==> config.mk <==
export PLATFORM = sky130hd
export DESIGN_NAME = pcpi_hub
export DESIGN_NICKNAME = d
export VERILOG_FILES = /design/src/rtl/pcpi_hub.sv
export SDC_FILE = /design/constraint.sdc
export NUM_CORES = 1
export LEC_CHECK = 0
export CORE_AREA = 2 2 117 119
export CTS_CLUSTER_DIAMETER = 60
export CTS_CLUSTER_SIZE = 30
export DETAILED_ROUTE_END_ITERATION = 10
export DIE_AREA = 0 0 119 121
export PLACE_DENSITY = 0.74
export SYNTH_ARGS = -nofsm -noshare
export SYNTH_HDL_FRONTEND = slang
export SYNTH_SLANG_ARGS = --single-unit
export TNS_END_PERCENT = 20
==> constraint.sdc <==
create_clock -name clk -period 3.6 [get_ports clk]
set_input_delay 0.72 -clock clk [delete_from_list [all_inputs] [get_ports clk]]
set_output_delay 0.72 -clock clk [all_outputs]
set_load 0.01 [all_outputs]
==> src/rtl/pcpi_hub.sv <==
// PCPI hub: broadcasts core PCPI requests to NUM_CP coprocessors, locks onto the
// lowest-index claimant, returns its result and traps unclaimed or hung instructions.
module pcpi_hub #(
  parameter int NUM_CP   = 2,
  parameter int TIMEOUT  = 16,
  parameter int MAX_BUSY = 128
) (
  input  logic                 clk,
  input  logic                 reset,
  input  logic                 pcpi_valid,
  input  logic [31:0]          pcpi_insn,
  input  logic [31:0]          pcpi_rs1,
  input  logic [31:0]          pcpi_rs2,
  output logic                 pcpi_wr,
  output logic [31:0]          pcpi_rd,
  output logic                 pcpi_wait,
  output logic                 pcpi_ready,
  output logic [NUM_CP-1:0]    cp_valid,
  output logic [31:0]          cp_insn,
  output logic [31:0]          cp_rs1,
  output logic [31:0]          cp_rs2,
  input  logic [NUM_CP-1:0]    cp_wr,
  input  logic [32*NUM_CP-1:0] cp_rd,
  input  logic [NUM_CP-1:0]    cp_wait,
  input  logic [NUM_CP-1:0]    cp_ready,
  output logic                 trap
);

  localparam int OW = (NUM_CP > 1) ? $clog2(NUM_CP) : 1;

  typedef enum logic [1:0] {S_IDLE, S_CLAIM, S_BUSY, S_DRAIN} state_t;

  state_t         r_state;
  logic [OW-1:0]  r_owner;
  logic [31:0]    r_cnt;
  logic           r_wr;
  logic           r_ready;
  logic           r_trap;
  logic [31:0]    r_rd;

  logic [NUM_CP-1:0] w_claim_vec;
  logic              w_claim;
  logic              w_found;
  logic [OW-1:0]     w_first;
  logic [OW-1:0]     w_sel;
  logic [31:0]       w_sel_rd;
  logic              w_sel_wr;
  logic              w_sel_ready;
  logic              w_sel_wait;

  assign cp_insn = pcpi_insn;
  assign cp_rs1  = pcpi_rs1;
  assign cp_rs2  = pcpi_rs2;

  assign w_claim_vec = cp_wait | cp_ready;
  assign w_claim     = |w_claim_vec;

  always_comb begin
    w_first = '0;
    w_found = 1'b0;
    for (int unsigned i = 0; i < NUM_CP; i++) begin
      if (w_claim_vec[i] && !w_found) begin
        w_first = OW'(i);
        w_found = 1'b1;
      end
    end
  end

  // During CLAIM the freshly arbitrated claimant is observed; afterwards only the latched owner.
  assign w_sel = (r_state == S_CLAIM) ? w_first : r_owner;

  always_comb begin
    w_sel_rd    = '0;
    w_sel_wr    = 1'b0;
    w_sel_ready = 1'b0;
    w_sel_wait  = 1'b0;
    for (int unsigned i = 0; i < NUM_CP; i++) begin
      if (OW'(i) == w_sel) begin
        w_sel_rd    = cp_rd[32*i +: 32];
        w_sel_wr    = cp_wr[i];
        w_sel_ready = cp_ready[i];
        w_sel_wait  = cp_wait[i];
      end
    end
  end

  always_comb begin
    cp_valid = '0;
    for (int unsigned i = 0; i < NUM_CP; i++) begin
      cp_valid[i] = pcpi_valid &&
                    (r_state == S_CLAIM || (r_state == S_BUSY && OW'(i) == r_owner));
    end
  end

  always_comb begin
    case (r_state)
      S_CLAIM: pcpi_wait = |(cp_wait & cp_valid);
      S_BUSY:  pcpi_wait = w_sel_wait;
      default: pcpi_wait = 1'b0;
    endcase
  end

  always_ff @(posedge clk) begin
    if (reset) begin
      r_state <= S_IDLE;
      r_cnt   <= '0;
      r_owner <= '0;
      r_wr    <= 1'b0;
      r_ready <= 1'b0;
      r_trap  <= 1'b0;
      r_rd    <= '0;
    end else begin
      r_wr    <= 1'b0;
      r_ready <= 1'b0;
      r_trap  <= 1'b0;
      case (r_state)
        S_IDLE: begin
          if (pcpi_valid) begin
            r_state <= S_CLAIM;
            r_cnt   <= '0;
          end
        end
        S_CLAIM: begin
          if (!pcpi_valid) begin
            r_state <= S_IDLE;
          end else if (w_claim) begin
            r_owner <= w_first;
            if (w_sel_ready) begin
              r_rd    <= w_sel_rd;
              r_wr    <= w_sel_wr;
              r_ready <= 1'b1;
              r_state <= S_DRAIN;
            end else begin
              r_state <= S_BUSY;
              r_cnt   <= '0;
            end
          end else if (r_cnt == 32'(TIMEOUT - 1)) begin
            r_trap  <= 1'b1;
            r_state <= S_DRAIN;
          end else begin
            r_cnt <= r_cnt + 32'd1;
          end
        end
        S_BUSY: begin
          if (!pcpi_valid) begin
            r_state <= S_IDLE;
          end else if (w_sel_ready) begin
            r_rd    <= w_sel_rd;
            r_wr    <= w_sel_wr;
            r_ready <= 1'b1;
            r_state <= S_DRAIN;
          end else if (r_cnt == 32'(MAX_BUSY - 1)) begin
            r_trap  <= 1'b1;
            r_state <= S_DRAIN;
          end else begin
            r_cnt <= r_cnt + 32'd1;
          end
        end
        S_DRAIN: begin
          if (!pcpi_valid) r_state <= S_IDLE;
        end
        default: r_state <= S_IDLE;
      endcase
    end
  end

  assign pcpi_wr    = r_wr;
  assign pcpi_rd    = r_rd;
  assign pcpi_ready = r_ready;
  assign trap       = r_trap;

endmodule

==> flow_summary.yaml <==
cells_and_area:
  syn_to_final_growth_pct: 19.5
  n_fill_cell: 1284
  diodes: 0
  finish.utilization_pct: 41.3
  final_cell_area_sq_um: 5410
  fin_nets: 734
  drive_gt1_share_pct: 8.19
grt:
  overflow: 0
  antenna_found_initial: 0
  gr-usage-all-layers_pct: 16.4
  grt_start_max_net_pins: 65
  grt_pass1_vias: 3787
  grt_pass1_wl_um: 19000
drt:
  drt_first_pass_iters: 5
  dr_total_vias: 4037
  drc_errors: 0
  drt-initial-drc-count: 207
  final_antenna_net_count: 0
  vias_per_cell: 5.47
  wl_per_cell_um: 16.6
  routed_wl_um: 12300
clocking:
  root_buffer: "clkbuf_16"
  cts_buffers: 9
  cts_tree: "yes"
  clk_latency_ns: 0.34
  clk_pin_slew_ns: 0.05
  htreeDepth: 3
  postCtsHoldBufs: 0
  cts.repair.resized: 0
  post_cts_buffers: 0
  cts.sinks: 70
  cts_max_path_buffers: 2
pwr:
  ir_drop_uv: 249
  powerDensity_nw_per_um2: 396
  power_frac_comb_pct: 15.9
  p_sw_mw: 0.514
  switching_share_pct: 24.0
  p_clk_share_pct: 46.0
  leakage_nw: 1.77
  sequentialPowerShare_pct: 38.1
  intPower_mw: 1.63
timing:
  fin_setup_tns_ns: 0
  maxSlewHeadroom_pct: 49.5
  final.period_utilization_pct: 94.2
  fin_crit_ns: 3.39
  max_clock_freq_ghz: 0.295
  slew_violations: 0
  clock_skew_ns: 0.0120
  setup-violations-final: 0
  worst_pin_slew_ns: 0.758
  hold_viol: 0
  rsz0062_at_grt: "no"
synth:
  ys_ff_latch: 70
  synthArstFlopShare_pct: 0
  synth_cells: 557
  netlist.top_cell.by_area: "dfxtp_1"
  ys_warn_count: 0
  synthFlopType: "dfxtp_1"
  ys_types: 49
  syn_area_per_cell_sq_um: 8.12
  synth_enable_flop_cells: 0
  synth_area_leaders: "dfxtp_1 31%, buf_4 16%, mux2i_1 7.5%"
  yosysTopAreaCellShare_pct: 31.0
  syn-num-nets: 734
  netlist_area_sq_um: 4520
  yosysSeqAreaShare_pct: 31.0
worst_setup_path:
  crit_type: "input port to output port"
  worstSetupStartpointType: "input port"
  end_kind: "output port"
  r2r-start: "r_state[1]"
  critPathCapture: "pcpi_wait"
  cp.required_ns: 2.88
  worstPathArrival_ns: 2.67
  reg2reg_slack_ns: 0.66
  path_max_fanout: 7
  startpoint: "cp_wait[0]"
  r2r_end: "r_cnt[24]"
  r2r_cells: 9
placement:
  hpwl_um: 8780
  gp_congestion: 0.911
  dpl_cell_area_sq_um: 5070
  io_buffers: 110
die:
  die_w_um: 119
  initial_utilization_pct: 34.6
  die_area_sq_um: 14400
  io_pins: 303
  rows: 42
  die_h_um: 121
  coreArea_sq_um: 13100
outcome:
  status: "completed"
flow_run:
  drv_cap: 0
min_path:
  hp-class: "flip-flop to flip-flop"
-- cells in the mapped netlist (3+ instances only) --
library cell  count
mux2i_1          34
and3_1            3
o31ai_1           3
a21o_1            7
and2_1            9
or4_1             5
buf_4            96
dfxtp_1          70
nand3_1          19
or2_2             3
nand4_1           9
a21oi_1          23
nor3_1           12
nand2b_1          3
inv_1            10
or3_1             8
a31oi_1           7
a31o_2            9
nand2_1          28
nor4_1           17
nor2_1           55
clkbuf_1         29
ha_1              8
o21ai_0          18
a211oi_1         34
and4_1            3
o21a_1            7
-- flip-flops by register name, summed over array words and instances, names as in the netlist --
register and cells:
pcpi_rd 32, r_cnt 32, r_state 2, pcpi_ready 1, pcpi_wr 1, r_owner 1
trap 1
-- metrics by stage --
step,power [mW],worst slack (ns),instances,hold WS [ns]
5_1_grt,2.22,0.0625,738,0.513
4_1_cts,2.17,0.121,738,0.498
3_5_place_dp,1.17,0.124,722,0.490
2_1_floorplan,1.11,0.847,557,0.468
3_3_place_gp,1.16,0.175,722,0.485
6_report,2.14,0.211,738,0.495
-- worst min path at each step --
stage / from / to / slack, ns / cells past startpoint
floorplan: r_cnt[14] / r_cnt[14] / 0.47 / 1
global placement: r_cnt[30] / r_cnt[30] / 0.49 / 2
detailed placement: pcpi_rd[17] / pcpi_rd[17] / 0.49 / 2
CTS: pcpi_rd[12] / pcpi_rd[12] / 0.50 / 2
global route: pcpi_rd[21] / pcpi_rd[21] / 0.51 / 2
finish: pcpi_rd[12] / pcpi_rd[12] / 0.50 / 2
-- metal layers --
layer,vias up,routed length (um),GRT usage (%)
li1,1921,-,-
met2,187,5870,25.9
met4,0,440,8.93
met3,55,1150,7.00
met5,-,0,0
met1,1874,4830,18.7
-- cell families (layout without fill, tap and decap cells) --
kind of cell / count (synthesis) / count (layout) / synth area share, %
AO/OA/AOI/OAI: 126 / 126 / 19.5
multiplexers: 34 / 34 / 7.52
flip-flops: 70 / 70 / 31.0
buffers and inverters: 138 / 143 / 19.6
adder cells (fa/ha/maj): 8 / 8 / 2.21
AND/OR/NAND/NOR: 181 / 181 / 20.2
-- layout make-up --
type                    count  area (sq um)  area share (%)
clock inverters             5          81.3            1.50
inverters                  10          37.5           0.694
repair buffers            117          1160            21.5
well taps                 176           220            4.07
flip-flops and latches     70          1400            25.9
clock buffers              11           253            4.67
multi-input cells         349          2250            41.7
-- layout by cell type (no fill, tap or decap), types with 2 or more instances in the layout --
cell and instances:
nand4_1 9, nor4_1 17, clkdlybuf4s50_1 109, mux2i_1 34, o22a_1 2, a21o_1 7, and4_1 3, ha_1 7
nand2_1 28, bufinv_16 2, nor3_1 12, o21a_1 7, or4_4 2, dfxtp_1 70, and2_1 9, or4_1 5
nor2b_1 2, o31ai_1 3, clkbuf_8 2, a21oi_1 23, o221a_2 2, nand3_1 19, o21ai_0 18, buf_4 6
nor2_1 55, or2_2 3, inv_1 10, or3_1 8, a41oi_1 2, a31oi_1 7, a31o_2 9, nand2b_1 3
a311oi_1 2, and3_1 3, a211oi_1 34, clkbuf_16 9
-- worst max-delay path, stage by stage --
cell	delay (ns)
clkdlybuf4s50_1	0.53
o41ai_2	0.47
nand2_1	0.09
nand2_1	0.08
a22oi_1	0.09
nor2b_1	0.13
clkdlybuf4s50_1	0.56
-- power groups by stage --
stage | Combinational (mW) | Clock (mW) | Sequential [mW]
floorplan | 0.266 | 0 | 0.842
global placement | 0.332 | 0 | 0.831
detailed placement | 0.340 | 0 | 0.832
CTS | 0.342 | 1.01 | 0.815
global route | 0.368 | 1.04 | 0.818
finish | 0.341 | 0.985 | 0.816
Note: power is estimated with default switching activity, not from simulation.
